File: src/rtl/gray_step_arbiter.sv
// gray_step_arbiter
// Shares one 3-bit Gray-code counter between two requesters. Each job is an
// optional counter clear followed by a number of count steps. Requesters are
// served round-robin. Each job ends with the final Gray value in Result, a
// flag in Wrapped telling whether the counter rolled over, and a one-cycle Ack.
//
// Ports:
//   Clk        in   rising-edge clock
//   Reset      in   synchronous active-high reset
//   Req[1:0]   in   level request per requester, held until its Ack
//   Steps0/1   in   step count per requester, sampled at grant
//   ClrReq[1:0] in  clear-before-stepping flag per requester, sampled at grant
//   CntOutput  in   counter Output value
//   CntEn      out  counter En (high in every RUN cycle)
//   CntReset   out  counter Reset (Reset OR clear cycle)
//   Grant[1:0] out  one-hot owner of the counter, zero when idle
//   Ack[1:0]   out  one-cycle completion pulse per requester
//   Result     out  counter value at job end
//   Wrapped    out  job stepped the counter through 4 -> 0 at least once
//   Busy       out  arbiter is not idle
module gray_step_arbiter #(
  parameter int STEP_W = 4
) (
  input  logic              Clk,
  input  logic              Reset,
  input  logic [1:0]        Req,
  input  logic [STEP_W-1:0] Steps0,
  input  logic [STEP_W-1:0] Steps1,
  input  logic [1:0]        ClrReq,
  input  logic [2:0]        CntOutput,
  output logic              CntEn,
  output logic              CntReset,
  output logic [1:0]        Grant,
  output logic [1:0]        Ack,
  output logic [2:0]        Result,
  output logic              Wrapped,
  output logic              Busy
);

  typedef enum logic [1:0] {
    ST_IDLE  = 2'd0,
    ST_CLEAR = 2'd1,
    ST_RUN   = 2'd2,
    ST_DONE  = 2'd3
  } state_t;

  state_t              state_r, state_s;
  logic [STEP_W-1:0]   remaining_r, remaining_s;
  logic                last_r, last_s;
  logic                wrap_r, wrap_s;
  logic [1:0]          grant_r, grant_s;
  logic [1:0]          ack_r, ack_s;
  logic [2:0]          result_r, result_s;
  logic                wrapped_r, wrapped_s;

  logic [1:0]          elig_s;
  logic                pick_s;
  logic [STEP_W-1:0]   steps_sel_s;
  logic                clr_sel_s;

  // State and datapath registers.
  always_ff @(posedge Clk) begin
    if (Reset) begin
      state_r     <= ST_IDLE;
      remaining_r <= {STEP_W{1'b0}};
      last_r      <= 1'b1;
      wrap_r      <= 1'b0;
      grant_r     <= 2'b00;
      ack_r       <= 2'b00;
      result_r    <= 3'b000;
      wrapped_r   <= 1'b0;
    end else begin
      state_r     <= state_s;
      remaining_r <= remaining_s;
      last_r      <= last_s;
      wrap_r      <= wrap_s;
      grant_r     <= grant_s;
      ack_r       <= ack_s;
      result_r    <= result_s;
      wrapped_r   <= wrapped_s;
    end
  end

  // Round-robin selection among requesters not in their own Ack cycle.
  always_comb begin
    elig_s      = Req & ~ack_r;
    pick_s      = 1'b0;
    if (elig_s == 2'b11) begin
      // Both eligible: serve the one not served last.
      pick_s = ~last_r;
    end else begin
      pick_s = elig_s[1];
    end
    steps_sel_s = pick_s ? Steps1 : Steps0;
    clr_sel_s   = ClrReq[pick_s];
  end

  // Next-state and next-register logic.
  always_comb begin
    state_s     = state_r;
    remaining_s = remaining_r;
    last_s      = last_r;
    wrap_s      = wrap_r;
    grant_s     = grant_r;
    ack_s       = 2'b00;
    result_s    = result_r;
    wrapped_s   = wrapped_r;

    case (state_r)
      ST_IDLE: begin
        if (elig_s != 2'b00) begin
          remaining_s = steps_sel_s;
          last_s      = pick_s;
          wrap_s      = 1'b0;
          grant_s     = pick_s ? 2'b10 : 2'b01;
          if (clr_sel_s) begin
            state_s = ST_CLEAR;
          end else if (steps_sel_s != {STEP_W{1'b0}}) begin
            state_s = ST_RUN;
          end else begin
            state_s = ST_DONE;
          end
        end else begin
          state_s = ST_IDLE;
        end
      end
      ST_CLEAR: begin
        if (remaining_r != {STEP_W{1'b0}}) begin
          state_s = ST_RUN;
        end else begin
          state_s = ST_DONE;
        end
      end
      ST_RUN: begin
        remaining_s = remaining_r - STEP_W'(1);
        // The counter steps from 3'b100 to 3'b000 at the end of this cycle.
        if (CntOutput == 3'b100) begin
          wrap_s = 1'b1;
        end else begin
          wrap_s = wrap_r;
        end
        // Last step (the <= also guarantees RUN always terminates).
        if (remaining_r <= STEP_W'(1)) begin
          state_s = ST_DONE;
        end else begin
          state_s = ST_RUN;
        end
      end
      ST_DONE: begin
        result_s  = CntOutput;
        wrapped_s = wrap_r;
        ack_s     = grant_r;
        grant_s   = 2'b00;
        state_s   = ST_IDLE;
      end
      default: begin
        state_s = ST_IDLE;
        grant_s = 2'b00;
      end
    endcase
  end

  assign CntEn    = (state_r == ST_RUN);
  assign CntReset = Reset | (state_r == ST_CLEAR);
  assign Busy     = (state_r != ST_IDLE);
  assign Grant    = grant_r;
  assign Ack      = ack_r;
  assign Result   = result_r;
  assign Wrapped  = wrapped_r;

endmodule

File: config.mk
export PLATFORM = sky130hd
export DESIGN_NAME = gray_step_arbiter
export DESIGN_NICKNAME = d
export VERILOG_FILES = /design/src/rtl/gray_step_arbiter.sv
export SDC_FILE = /design/constraint.sdc
export NUM_CORES = 1
export LEC_CHECK = 0
export CAP_MARGIN = 10
export CORE_MARGIN = 4
export CORE_UTILIZATION = 42
export CTS_CLUSTER_DIAMETER = 50
export CTS_CLUSTER_SIZE = 16
export DETAILED_ROUTE_END_ITERATION = 10
export PLACE_DENSITY = 0.74
export RECOVER_POWER = 25
export SLEW_MARGIN = 10
export SYNTH_ARGS = -nofsm -noshare
export SYNTH_HDL_FRONTEND = slang
export SYNTH_SLANG_ARGS = --single-unit
File: constraint.sdc
create_clock -name Clk -period 1.46 [get_ports Clk]
set_input_delay 0.146 -clock Clk [delete_from_list [all_inputs] [get_ports Clk]]
set_output_delay 0.146 -clock Clk [all_outputs]
set_load 0.02 [all_outputs]
==> flow_summary.html <==
<table>
<tr><th>Metric</th><th>Value</th></tr>
<tr><th colspan="2">Timing</th></tr>
<tr><td>Final hold vios</td><td>0</td></tr>
<tr><td>Part of the cycle the worst path needs</td><td>97.7%</td></tr>
<tr><td>Slew @ Worst Pin</td><td>0.392 ns</td></tr>
<tr><td>WHS</td><td>0.490 ns</td></tr>
<tr><td>Unrepaired setup endpoints after global routing</td><td>true</td></tr>
<tr><td>Slew Limit Headroom</td><td>73.8%</td></tr>
<tr><td>Setup violations, final</td><td>0</td></tr>
<tr><td>Aggregate negative setup slack</td><td>0 ns</td></tr>
<tr><td>Min Tclk post-route</td><td>1.43 ns</td></tr>
<tr><td>Final worst clock skew</td><td>0.000711 ns</td></tr>
<tr><td>Final Worst Setup Slack</td><td>0.0343 ns</td></tr>
<tr><td>Fin. max-slew vios</td><td>0</td></tr>
<tr><td>Highest attainable clock frequency</td><td>701 MHz</td></tr>
<tr><th colspan="2">Synth</th></tr>
<tr><td>Portion of the post-synthesis area used by sequential elements</td><td>31.9%</td></tr>
<tr><td>Cells after Synth</td><td>110</td></tr>
<tr><td>Synth Register Bits</td><td>16</td></tr>
<tr><td>Predominant post-synthesis flop cell</td><td>dfxtp_1</td></tr>
<tr><td>Yosys Warn Count</td><td>0</td></tr>
<tr><td>Number of enable flip-flop cells after synthesis</td><td>0</td></tr>
<tr><td>Total nets after synthesis</td><td>135</td></tr>
<tr><td>Mapped cell area</td><td>1000 um^2</td></tr>
<tr><td>Asr flop ratio synth</td><td>0%</td></tr>
<tr><td>Synth unique cells</td><td>37</td></tr>
<tr><td>Post-synthesis area per instance</td><td>9.12 um^2</td></tr>
<tr><th colspan="2">Worst hold path</th></tr>
<tr><td>Min-Delay Startpoint</td><td>CntOutput[2]</td></tr>
<tr><td>Number of cells on the worst hold path</td><td>3</td></tr>
<tr><td>Min-Delay Endpoint</td><td>wrap_r</td></tr>
<tr><td>Worst min path class</td><td>input port to flop</td></tr>
<tr><th colspan="2">Power</th></tr>
<tr><td>Largest vdd supply drop</td><td>0.645 mV</td></tr>
<tr><td>Leakage power</td><td>0.573 nW</td></tr>
<tr><td>Power Density</td><td>1050 nW/um^2</td></tr>
<tr><td>Total power</td><td>1.54 mW</td></tr>
<tr><th colspan="2">Setup path</th></tr>
<tr><td>Sort of element at the end of the critical path</td><td>flop</td></tr>
<tr><td>Critical path cell sequence</td><td>inv_4 &gt; ha_4 &gt; clkinvlp_4 &gt; o31ai_2 &gt; mux2i_1 &gt; a311o_1</td></tr>
<tr><td>Depth of the most critical reg-to-reg path</td><td>6</td></tr>
<tr><td>Required time worst endpoint</td><td>1.65 ns</td></tr>
<tr><td>Category of cells accounting for the largest share of critical-path delay</td><td>compound AO/OA/AOI/OAI gates</td></tr>
<tr><td>Slack of the worst reg-to-reg path</td><td>0.03 ns</td></tr>
<tr><td>Standard cell with the maximum stage delay on the critical path</td><td>dfxtp_2</td></tr>
<tr><td>Critical Path Source Type</td><td>flop</td></tr>
<tr><td>CP arrival</td><td>1.61 ns</td></tr>
<tr><td>Worst Path Max Fanout</td><td>4</td></tr>
<tr><td>Buffers &amp; Inverters on Critical Path</td><td>2</td></tr>
<tr><td>Worst r2r dst</td><td>remaining_r[3]</td></tr>
<tr><td>Worst reg2reg startpoint</td><td>state_r[0]</td></tr>
<tr><td>Max stage delay on crit path</td><td>0.36 ns</td></tr>
<tr><td>Kind of critical path</td><td>flop to flop</td></tr>
<tr><th colspan="2">Route</th></tr>
<tr><td>Number of vias per cell</td><td>5.45</td></tr>
<tr><td>Starting DRC count in detailed routing</td><td>25</td></tr>
<tr><td>Remaining design rule violation count</td><td>0</td></tr>
<tr><td>Number of nets with antenna violations after detailed routing</td><td>0</td></tr>
<tr><td>Post-Route WL</td><td>2.71 mm</td></tr>
<tr><td>Total via count in the routed design</td><td>954</td></tr>
<tr><td>Routed wire length per instance</td><td>15.5 um</td></tr>
<tr><td>Router iterations before antenna repair</td><td>4</td></tr>
<tr><th colspan="2">GRT</th></tr>
<tr><td>Global routing met3 resource utilization</td><td>3.45%</td></tr>
<tr><td>Total overflow reported by the global router</td><td>0</td></tr>
<tr><td>Number of global-route vias before repair</td><td>1008</td></tr>
<tr><td>Met2 global-route usage</td><td>31.5%</td></tr>
<tr><td>Total GRT Usage</td><td>17.5%</td></tr>
<tr><td>Largest net degree at the start of global routing</td><td>16</td></tr>
<tr><td>Most Crowded Layer GR</td><td>met2</td></tr>
<tr><td>Global-route wire length before repair</td><td>4.51 mm</td></tr>
<tr><td>Met1 routing resource usage after global routing</td><td>20.3%</td></tr>
<tr><td>Number of antenna violations at the first check in global routing</td><td>0</td></tr>
<tr><th colspan="2">CTS</th></tr>
<tr><td>Clock latency at the later pin of the worst-skew pair</td><td>0.29 ns</td></tr>
<tr><td>Clock transition at the register clock pins on the worst setup and hold paths after CTS</td><td>0.09 ns</td></tr>
<tr><td>Count of hold-fix buffers inserted at cts</td><td>0</td></tr>
<tr><td>Maximum clock path buffer count</td><td>2</td></tr>
<tr><td>Max H-tree Level</td><td>1</td></tr>
<tr><td>Clock tree sinks</td><td>16</td></tr>
<tr><td>CTS tree</td><td>done</td></tr>
<tr><td>Number of buffers inserted during clock tree synthesis</td><td>3</td></tr>
<tr><td>Clock root cell</td><td>clkbuf_4</td></tr>
<tr><th colspan="2">Placement</th></tr>
<tr><td>Detailed placer's ending HPWL</td><td>2.14 mm</td></tr>
<tr><td>Pre-CTS setup slack</td><td>-0.169 ns</td></tr>
<tr><td>Number of buffers inserted by port buffering</td><td>27</td></tr>
<tr><td>Global placement routability congestion</td><td>0.909</td></tr>
<tr><th colspan="2">Cells and area</th></tr>
<tr><td>Util after Layout</td><td>65.6%</td></tr>
<tr><td>Area Growth Syn to Fin</td><td>46.0%</td></tr>
<tr><td>Diodes inserted</td><td>0</td></tr>
<tr><td>Filler cells</td><td>182</td></tr>
<tr><td>Layout cells sized above 1</td><td>31.3%</td></tr>
<tr><td>Count of nets after finishing</td><td>174</td></tr>
<tr><th colspan="2">Floorplan</th></tr>
<tr><td>Die area</td><td>3240 um^2</td></tr>
<tr><td>Die width</td><td>56.9 um</td></tr>
<tr><td>Area inside the core boundary</td><td>2230 um^2</td></tr>
<tr><td>Number of top-level design ports</td><td>28</td></tr>
<tr><td>Die extent in y</td><td>56.9 um</td></tr>
<tr><td>Floorplan row count</td><td>17</td></tr>
<tr><td>Initial Util</td><td>44.9%</td></tr>
<tr><th colspan="2">Job</th></tr>
<tr><td>Max Cap Violations</td><td>0</td></tr>
<tr><th colspan="2">Run status</th></tr>
<tr><td>Status</td><td>completed</td></tr>
</table>
## registers in the layout, summed over array words and instances (netlist names)
register / count
Result: 3
Grant: 2
last_r: 1
Wrapped: 1
wrap_r: 1
remaining_r: 4
state_r: 2
Ack: 2
## routing by layer
metal,vias to the layer above,wire [um]
li1,479,-
met1,446,1180
met2,22,1370
met3,7,118
met4,0,49
met5,-,0
## cell usage after synthesis (2+ instances only)
| library cell | n | area share, % |
|---|---|---|
| nand2_1 | 6 | 2.2 |
| inv_1 | 8 | 3.0 |
| o31ai_2 | 2 | 2.5 |
| nand2b_4 | 2 | 2.7 |
| mux2i_1 | 7 | 7.0 |
| a21oi_1 | 3 | 1.5 |
| and3_1 | 2 | 1.2 |
| nor2_1 | 6 | 2.2 |
| a211o_2 | 2 | 2.0 |
| nor4_1 | 3 | 1.9 |
| o31ai_1 | 2 | 1.5 |
| ha_1 | 8 | 10 |
| nor3_1 | 8 | 4.0 |
| o211ai_1 | 2 | 1.5 |
| clkbuf_1 | 3 | 1.1 |
| o32ai_1 | 3 | 2.6 |
| nand3_1 | 5 | 2.5 |
| and2b_4 | 2 | 2.0 |
| dfxtp_1 | 16 | 32 |
| o21ai_0 | 3 | 1.5 |
## cells in the final DEF, fill, tap and decap left out, types with 4 or more instances in the layout
master / synthesis / final
buf_4: 0 / 10
clkdlybuf4s50_1: 0 / 21
dfxtp_1: 16 / 13
ha_1: 8 / 5
inv_1: 8 / 5
mux2i_1: 7 / 7
nand2_1: 6 / 6
nand3_1: 5 / 4
nor2_1: 6 / 6
nor3_1: 8 / 8
## area by class of cell
class	count	area [um^2]	area share, %
multi-input combinational	80	681	46.5
timing repair buffer	40	367	25.0
sequential	16	324	22.1
inverter	8	36.3	2.48
tap	28	35.0	2.39
clock buffer	3	22.5	1.54
## per-stage QoR
step	instances	area, um^2
final	175	1470
after global routing	175	1470
after CTS	175	1440
after detailed placement	172	1420
after global placement	172	1420
after floorplan	110	1040
## logic make-up (layout without fill, tap and decap cells)
| family | Yosys count | after routing | synth area share (%) |
|---|---|---|---|
| DFF | 16 | 16 | 31.9 |
| adders and majority gates | 8 | 8 | 9.98 |
| and+or+nand+nor | 39 | 39 | 22.8 |
| muxes | 8 | 8 | 8.10 |
| AOI/OAI and AO/OA | 25 | 25 | 20.9 |
| buffers and inverters | 14 | 51 | 6.23 |
## worst register-to-register path, cell delays in order, from the launching register on
cell and delay (ns):
dfxtp_2 0.36, inv_4 0.08, ha_4 0.18, clkinvlp_4 0.12, o31ai_2 0.17, mux2i_1 0.09
a311o_1 0.32
## report_power, final
part           leakage [nW]  switching, mW  internal, mW
Sequential            0.132         0.0615         0.498
Clock                0.0138          0.140        0.0961
Combinational         0.427          0.365         0.378
## how the worst max path moves through the flow
stage	startpoint	to	slack, ns	cells after the start
6_report	state_r[0]	remaining_r[3]	0.03	6
5_1_grt	state_r[0]	Grant[0]	-0.03	6
4_1_cts	state_r[1]	CntReset	-0.04	4
3_5_place_dp	Req[0]	remaining_r[3]	-0.17	5
3_3_place_gp	Req[0]	remaining_r[3]	-0.14	5
2_1_floorplan	state_r[0]	remaining_r[3]	-0.05	7
## repair_timing
action	in CTS	in global routing
pin swaps	0	3
setup buffers	0	0
gates resized for setup	10	13
endpoints found under the setup margin	6	8
(Power assumes the default switching activity.)
